===== src/rtl/key_debounce_sync_if.sv =====
// key_debounce_sync_if: raw key input, count clear and debounced outputs
interface key_debounce_sync_if #(
    parameter int COUNT_W = 4
);
    logic               Din;
    logic               Clr;
    logic               Q;
    logic               Rise;
    logic               Fall;
    logic [COUNT_W-1:0] Count;
    modport master (output Din, Clr, input Q, Rise, Fall, Count);
    modport slave  (input Din, Clr, output Q, Rise, Fall, Count);
endinterface


===== src/rtl/key_debounce_sync.sv =====
// key_debounce_sync: two-flop synchronizer, counter debounce FSM, edge pulses and press counter
module key_debounce_sync #(
    parameter int DEBOUNCE_CYCLES = 4,
    parameter int CNT_W           = 8,
    parameter int COUNT_W         = 4
) (
    input logic                Clk,
    input logic                Resetn,
    key_debounce_sync_if.slave bus
);
    typedef enum logic [1:0] {LOW, TO_HIGH, HIGH, TO_LOW} state_t;
    localparam logic [CNT_W-1:0] LAST = CNT_W'(DEBOUNCE_CYCLES - 1);
    logic               r_s1, r_s2;
    state_t             r_state;
    logic [CNT_W-1:0]   r_cnt;
    logic               r_q, r_rise, r_fall;
    logic [COUNT_W-1:0] r_count;
    logic               w_rise_now;
    assign w_rise_now = (r_state == TO_HIGH) && r_s2 && (r_cnt == LAST);
    assign bus.Q      = r_q;
    assign bus.Rise   = r_rise;
    assign bus.Fall   = r_fall;
    assign bus.Count  = r_count;
    // bring the asynchronous key level into the Clk domain
    always_ff @(posedge Clk or negedge Resetn) begin
        if (!Resetn) begin
            r_s1 <= 1'b0;
            r_s2 <= 1'b0;
        end else begin
            r_s1 <= bus.Din;
            r_s2 <= r_s1;
        end
    end
    // debounce FSM with registered level, edge pulses and press counter
    always_ff @(posedge Clk or negedge Resetn) begin
        if (!Resetn) begin
            r_state <= LOW;
            r_cnt   <= '0;
            r_q     <= 1'b0;
            r_rise  <= 1'b0;
            r_fall  <= 1'b0;
            r_count <= '0;
        end else begin
            r_rise <= 1'b0;
            r_fall <= 1'b0;
            case (r_state)
                LOW: if (r_s2) begin
                    r_state <= TO_HIGH;
                    r_cnt   <= '0;
                end
                TO_HIGH: if (!r_s2) begin
                    r_state <= LOW;
                    r_cnt   <= '0;
                end else if (r_cnt == LAST) begin
                    r_state <= HIGH;
                    r_q     <= 1'b1;
                    r_rise  <= 1'b1;
                end else begin
                    r_cnt <= r_cnt + 1'b1;
                end
                HIGH: if (!r_s2) begin
                    r_state <= TO_LOW;
                    r_cnt   <= '0;
                end
                TO_LOW: if (r_s2) begin
                    r_state <= HIGH;
                    r_cnt   <= '0;
                end else if (r_cnt == LAST) begin
                    r_state <= LOW;
                    r_q     <= 1'b0;
                    r_fall  <= 1'b1;
                end else begin
                    r_cnt <= r_cnt + 1'b1;
                end
                default: r_state <= LOW;
            endcase
            r_count <= bus.Clr ? '0 : w_rise_now ? r_count + 1'b1 : r_count;
        end
    end
endmodule


===== src/flat_wrapper.sv =====
// flat-port wrapper written by rule: the top's interface ports become plain ports
module key_debounce_sync_flat 
#(
    parameter int DEBOUNCE_CYCLES = 4,
    parameter int CNT_W           = 8,
    parameter int COUNT_W         = 4
)
  (Clk, Resetn, bus_Din, bus_Clr, bus_Q, bus_Rise, bus_Fall, bus_Count);
  key_debounce_sync_if #(.COUNT_W(COUNT_W)) bus_i ();
  input logic Clk;
  input logic Resetn;
  input wire logic [$bits(bus_i.Din)-1:0] bus_Din;
  input wire logic [$bits(bus_i.Clr)-1:0] bus_Clr;
  output wire logic [$bits(bus_i.Q)-1:0] bus_Q;
  output wire logic [$bits(bus_i.Rise)-1:0] bus_Rise;
  output wire logic [$bits(bus_i.Fall)-1:0] bus_Fall;
  output wire logic [$bits(bus_i.Count)-1:0] bus_Count;
  assign bus_i.Din = bus_Din;
  assign bus_i.Clr = bus_Clr;
  assign bus_Q = bus_i.Q;
  assign bus_Rise = bus_i.Rise;
  assign bus_Fall = bus_i.Fall;
  assign bus_Count = bus_i.Count;
  key_debounce_sync #(.DEBOUNCE_CYCLES(DEBOUNCE_CYCLES), .CNT_W(CNT_W), .COUNT_W(COUNT_W)) u_core (.Clk(Clk), .Resetn(Resetn), .bus(bus_i));
endmodule

===== config.mk =====
export PLATFORM = sky130hd
export DESIGN_NAME = key_debounce_sync_flat
export DESIGN_NICKNAME = d
export VERILOG_FILES = /design/src/rtl/key_debounce_sync_if.sv /design/src/rtl/key_debounce_sync.sv /design/src/flat_wrapper.sv
export SDC_FILE = /design/constraint.sdc
export NUM_CORES = 1
export LEC_CHECK = 0
export ABC_AREA = 1
export CAP_MARGIN = 5
export CORE_UTILIZATION = 48
export CTS_BUF_LIST = sky130_fd_sc_hd__clkbuf_8 sky130_fd_sc_hd__clkbuf_16
export CTS_CLUSTER_DIAMETER = 150
export DETAILED_ROUTE_END_ITERATION = 6
export HOLD_SLACK_MARGIN = 0.02
export PLACE_DENSITY = 0.73
export SKIP_CTS_REPAIR_TIMING = 1
export SLEW_MARGIN = 15
export SYNTH_ARGS = -nofsm -noshare
export SYNTH_HDL_FRONTEND = slang
export SYNTH_SLANG_ARGS = --single-unit

===== constraint.sdc =====
create_clock -name Clk -period 1.3 [get_ports Clk]
set_input_delay 0.325 -clock Clk [delete_from_list [all_inputs] [get_ports Clk]]
set_output_delay 0.325 -clock Clk [all_outputs]
set_load 0.02 [all_outputs]

# After elaboration in Yosys (flattened, before gate mapping)
# Index checks and enable logic that the tools add are counted.
[classes]
n_addsub = 2
n_mul = 0
n_div = 0
magnitude_cmp = 0
eq_ne = 12
n_shift = 0
n_mux = 25
n_bitwise = 0
n_reduce_logical = 8
[op_table]
columns = ["cell", "count"]
rows = [
  ["$mux W8", 5],
  ["$pmux W8 S4", 1],
  ["$mux W2", 6],
  ["$mux W1", 9],
  ["$add A8 B1 Y8 const B", 1],
  ["$eq A8 B2 Y1 const B", 1],
  ["$mux W4", 2],
  ["$pmux W2 S4", 1],
  ["$ne A2 B1 Y1 const B", 3],
  ["$ne A2 B2 Y1 const B", 3],
  ["$reduce_and A5 Y1", 1],
  ["$add A4 B1 Y4 const B", 1],
  ["$eq A2 B2 Y1 const B", 2],
  ["$reduce_and A4 Y1", 1],
  ["$reduce_bool A2 Y1", 2],
  ["$ne A3 B1 Y1 const B", 1],
  ["$ne A3 B3 Y1 const B", 1],
  ["$eq A2 B1 Y1 const B", 1],
  ["$logic_and A1 B1 Y1", 2],
  ["$logic_not A2 Y1", 1],
  ["$pmux W1 S2", 1],
  ["$reduce_and A2 Y1", 1],
]
[totals]
ff_bits = 19
latchBits = 0
mem_bits_rw = 0
romBits = 0
inputBits = 4
output_inout_bits = 7
word_cells = 55
n_memories = 0

# Depth between registers and ports, before layout
[depth]
word_depth = 5
mapped_depth = 9
mapped_depth_nobuf = 9

# Worst setup path before layout
# OpenSTA, ideal clock, no wires.
[synth_timing]
kind = "register -> register"
startpoint = "register u_core.r_cnt[0]"
endpoint = "register (tool-made name)"
setup_ns = 0.117
t_arrival_ns = 1.102
required_ns = 1.183
slack_ns = 0.081
path_stages_with_launch = 9
n_path_buf = 0
period_less_slack_ns = 1.219
cell_sequence = "dfrtp_1 -> ha_1 -> nand2_1 -> nor2_1 -> nand2_2 -> nor2_4 -> nand2_1 -> o21ai_1 -> inv_1"
[synth_lines]
columns = ["item", "line_no", "rtl"]
rows = [
  ["start: declaration", "key_debounce_sync.sv:15", "logic [CNT_W-1:0] r_cnt;"],
  ["start signal: assignment", "key_debounce_sync.sv:59", "r_cnt <= r_cnt + 1'b1;"],
  ["start signal: assignment", "key_debounce_sync.sv:73", "r_cnt <= r_cnt + 1'b1;"],
]

# Worst setup path after layout
[layout_timing]
startpoint = "register u_core.r_cnt[1]"
endpoint = "register u_core.r_cnt[1]"
[layout_via]
elab_chain_cells = 4
word_cells_on_any_way = 6
cone_classes = "1 x add/sub; 1 x eq/ne; 4 x mux"
[layout_lines]
columns = ["item", "line_no", "rtl"]
rows = [
  ["$add A8 B1 Y8 or $eq A8 B2 Y1 (tied branches)", "n/a", ""],
  ["$mux W8 (*)", "key_debounce_sync.sv:54, key_debounce_sync.sv:68", ""],
  ["$mux W8, on equally long branches", "key_debounce_sync.sv:65, key_debounce_sync.sv:51", ""],
  ["$pmux W8 S4 (*)", "key_debounce_sync.sv:46", "case (r_state)"],
]
# Mark *: on every way between the ends. The rest lies on a longest branch, timed or not.
# A chain may end at the register's enable or synchronous reset.

==> results.py <==
metrics = {
    "grt": {
        "grt_pass1_vias": 776,
        "grt_pass1_wl_um": 3170,
        "track_usage_pct": 20.6,
        "grt_max_degree": 20,
        "antenna_found_initial": 0,
        "gr-total-overflow": 0,
    },
    "clock_tree": {
        "cts.htree.levels": 1,
        "cts-root-buf": "clkbuf_8",
        "cts.sinks": 19,
        "clkTransAtPathRegs_ns": 0.07,
        "clock_path_buffers": 2,
        "clock_latency_ns": 0.25,
        "cts_tree": "yes",
        "cts_made_buffers": 3,
    },
    "final_layout": {
        "antennaDiodeCount": 0,
        "final_common_cell": "nand2_1",
        "layout_common_cells": "30 x nand2_1, 17 x dfrtp_1, 14 x buf_4, 13 x nand3_1, 12 x inv_1",
        "drive_gt1_share_pct": 28.4,
        "postLayoutCellArea_um2": 1310,
        "final_core_util_pct": 71.8,
        "syn_to_final_growth_pct": 34.1,
        "final_nets": 155,
    },
    "critical_path": {
        "critPathKind": "reg2reg",
        "r2r.worst_path.cells": 8,
        "r2r_end": "u_core.r_cnt[1]$_DFFE_PN0P_",
        "required_ns": 1.44,
        "endpoint_kind": "register",
        "cp_max_fo": 5,
        "worstPathArrival_ns": 1.43,
        "cp-startpoint": "u_core.r_cnt[1]$_DFFE_PN0P_",
        "start_kind": "register",
        "r2r_start": "u_core.r_cnt[1]$_DFFE_PN0P_",
        "r2r_setup_slack_ns": 0.02,
    },
    "yosys": {
        "synth_compound_area_share_pct": 5.52,
        "synth-seq-area-share_pct": 48.8,
        "avgSynthCellArea_um2": 8.12,
        "synthAdderAreaFrac_pct": 2.57,
        "synth_cell_types": 18,
        "synth_area_leaders": "dfrtp_1 49%, nand2_1 13%, nand3_1 6.7%",
        "synthDominantCellAreaShare_pct": 48.8,
        "synth-xor-area-share_pct": 3.59,
        "synth_cells": 120,
        "syn_nets": 126,
        "synthMuxAreaShare_pct": 0,
        "synth_top_family_by_area": "simple AND/OR/NAND/NOR gates",
        "synth_top_area_cell": "dfrtp_1",
        "synth_area_um2": 975,
        "yosys_warnings": 0,
        "synthSimpleGateAreaFrac_pct": 33.0,
        "ys_ff_latch": 19,
    },
    "placed_design": {
        "post-dp-hpwl_um": 1410,
        "numPortBuffers": 10,
        "gp_congestion": 0.917,
        "dp_slack_ns": -0.0308,
        "placed_cell_area_um2": 1170,
    },
    "floorplan": {
        "row_count": 15,
        "coreArea_um2": 1820,
        "ios": 11,
        "die_h_um": 47.1,
        "start_util_pct": 53.5,
        "die-area_um2": 2210,
        "die_x_um": 47.1,
    },
    "power": {
        "p_per_area_nw_per_um2": 1270,
        "p_switching_mw": 0.568,
        "intPower_mw": 1.09,
        "p_leak_nw": 0.775,
        "seqPwrFrac_pct": 43.7,
        "p_clk_share_pct": 24.1,
        "combPwrFrac_pct": 32.2,
        "ir_worst_vdd_uv": 771,
        "swShare_pct": 34.3,
    },
    "sta": {
        "fin_crit_ns": 1.28,
        "final_max_slew_viol_count": 0,
        "fin_worst_skew_ns": 0.00242,
        "rsz0062_at_grt": "yes",
        "worst_pin_slew_ns": 0.248,
        "fmax_mhz": 778,
        "period_share_pct": 98.8,
        "fin_ws_ns": 0.0153,
        "hold_violations": 0,
        "relSlewSlack_pct": 83.5,
        "final-setup-viol-count": 0,
    },
    "routing": {
        "viasPerCell": 4.93,
        "routed-via-count": 853,
        "wl_per_cell_um": 12.0,
        "ant_nets": 0,
        "firstDrtPassIters": 4,
        "totalWireLength_um": 2070,
        "drc": 0,
        "first_iter_violations": 18,
    },
    "hold_path": {
        "min_path_cells": 0,
        "hp-start": "u_core.r_s1$_DFF_PN0_",
        "hp-class": "reg2reg",
        "hold_path_end": "u_core.r_s2$_DFF_PN0_",
    },
    "job": {
        "cap_violations": 0,
    },
    "status": {
        "outcome": "completed",
    },
}
==> metal layers <==
layer  routed length [um]  GRT usage [%]  share of wire (%)  up-vias
li1                     -              -                  -      435
met1                  926           23.6                 45      395
met2                 1070           38.9                 52       21
met3                   63           4.23                3.0        2
met4                   12           5.14               0.58        0
met5                    0              0                  0        -
==> synthesized netlist by cell type <==
master / count
inv_1: 11
inv_2: 6
nand4_1: 3
xnor2_1: 1
nor2_4: 2
nand2_1: 33
nor2_1: 8
ha_1: 2
a21oi_1: 3
nand2_2: 5
nand3_1: 13
nand2_4: 1
o21ai_1: 3
o22ai_1: 3
xor2_1: 3
dfrtp_1: 19
o21ai_0: 1
nor2_2: 3
==> sequential cells by signal, summed over array words and instances, names as in the netlist, named ones only <==
name / count
u_core.bus.Rise: 1
u_core.bus.Count: 4
u_core.r_s2: 1
u_core.r_state: 1
u_core.bus.Fall: 1
u_core.r_s1: 1
u_core.bus.Q: 1
u_core.r_cnt: 8
==> power groups by stage <==
stage	clock [mW]	sequential, mW	combinational, mW
final	0.399	0.723	0.532
after global routing	0.423	0.738	0.584
after CTS	0.398	0.709	0.468
after detailed placement	0	0.719	0.462
after global placement	0	0.714	0.446
after floorplan	0	0.742	0.270
==> per-stage QoR <==
step           hold WS, ns  total power, mW  TNS [ns]  std cells
3_3_place_gp         0.334             1.16   -0.0123        163
4_1_cts              0.353             1.58     -1.66        167
2_1_floorplan       0.0294             1.01         0        120
6_report             0.351             1.65         0        173
5_1_grt              0.367             1.75    -0.241        173
3_5_place_dp         0.337             1.18   -0.0308        163
==> worst max path at each step <==
stage,cells past startpoint,endpoint,slack (ns)
floorplan,8,register,0.08
global placement,1,bus_Count[2],-0.01
detailed placement,1,bus_Count[2],-0.03
CTS,1,bus_Count[2],-0.31
global route,8,u_core.r_cnt[0]$_DFFE_PN0P_,-0.06
finish,8,u_core.r_cnt[1]$_DFFE_PN0P_,0.02
==> layout make-up <==
| class | count | area [um2] |
|---|---|---|
| Clock buffer | 3 | 41.3 |
| Clock inverter | 1 | 3.75 |
| Inverter | 17 | 63.8 |
| Fill cell | 142 | 513 |
| Timing Repair Buffer | 24 | 223 |
| Sequential cell | 19 | 478 |
| Multi-Input combinational cell | 84 | 467 |
| Tap cell | 25 | 31.3 |
==> worst max-delay path, stage by stage, from the launching register on <==
cell and delay, ns:
dfrtp_1 0.40, ha_4 0.17, nand2_1 0.08, nor2_2 0.11
nand2_2 0.09, nand2_2 0.14, inv_2 0.07, nand2_1 0.06
nand2_1 0.05
==> cells by family after synthesis <==
group | after synthesis
and+or+nand+nor | 68
adders and majority gates | 2
buffers and inverters | 17
AOI/OAI and AO/OA | 10
DFF | 19
xor gates and xnor gates | 4
No activity file was read; power rests on OpenSTA's default activity.
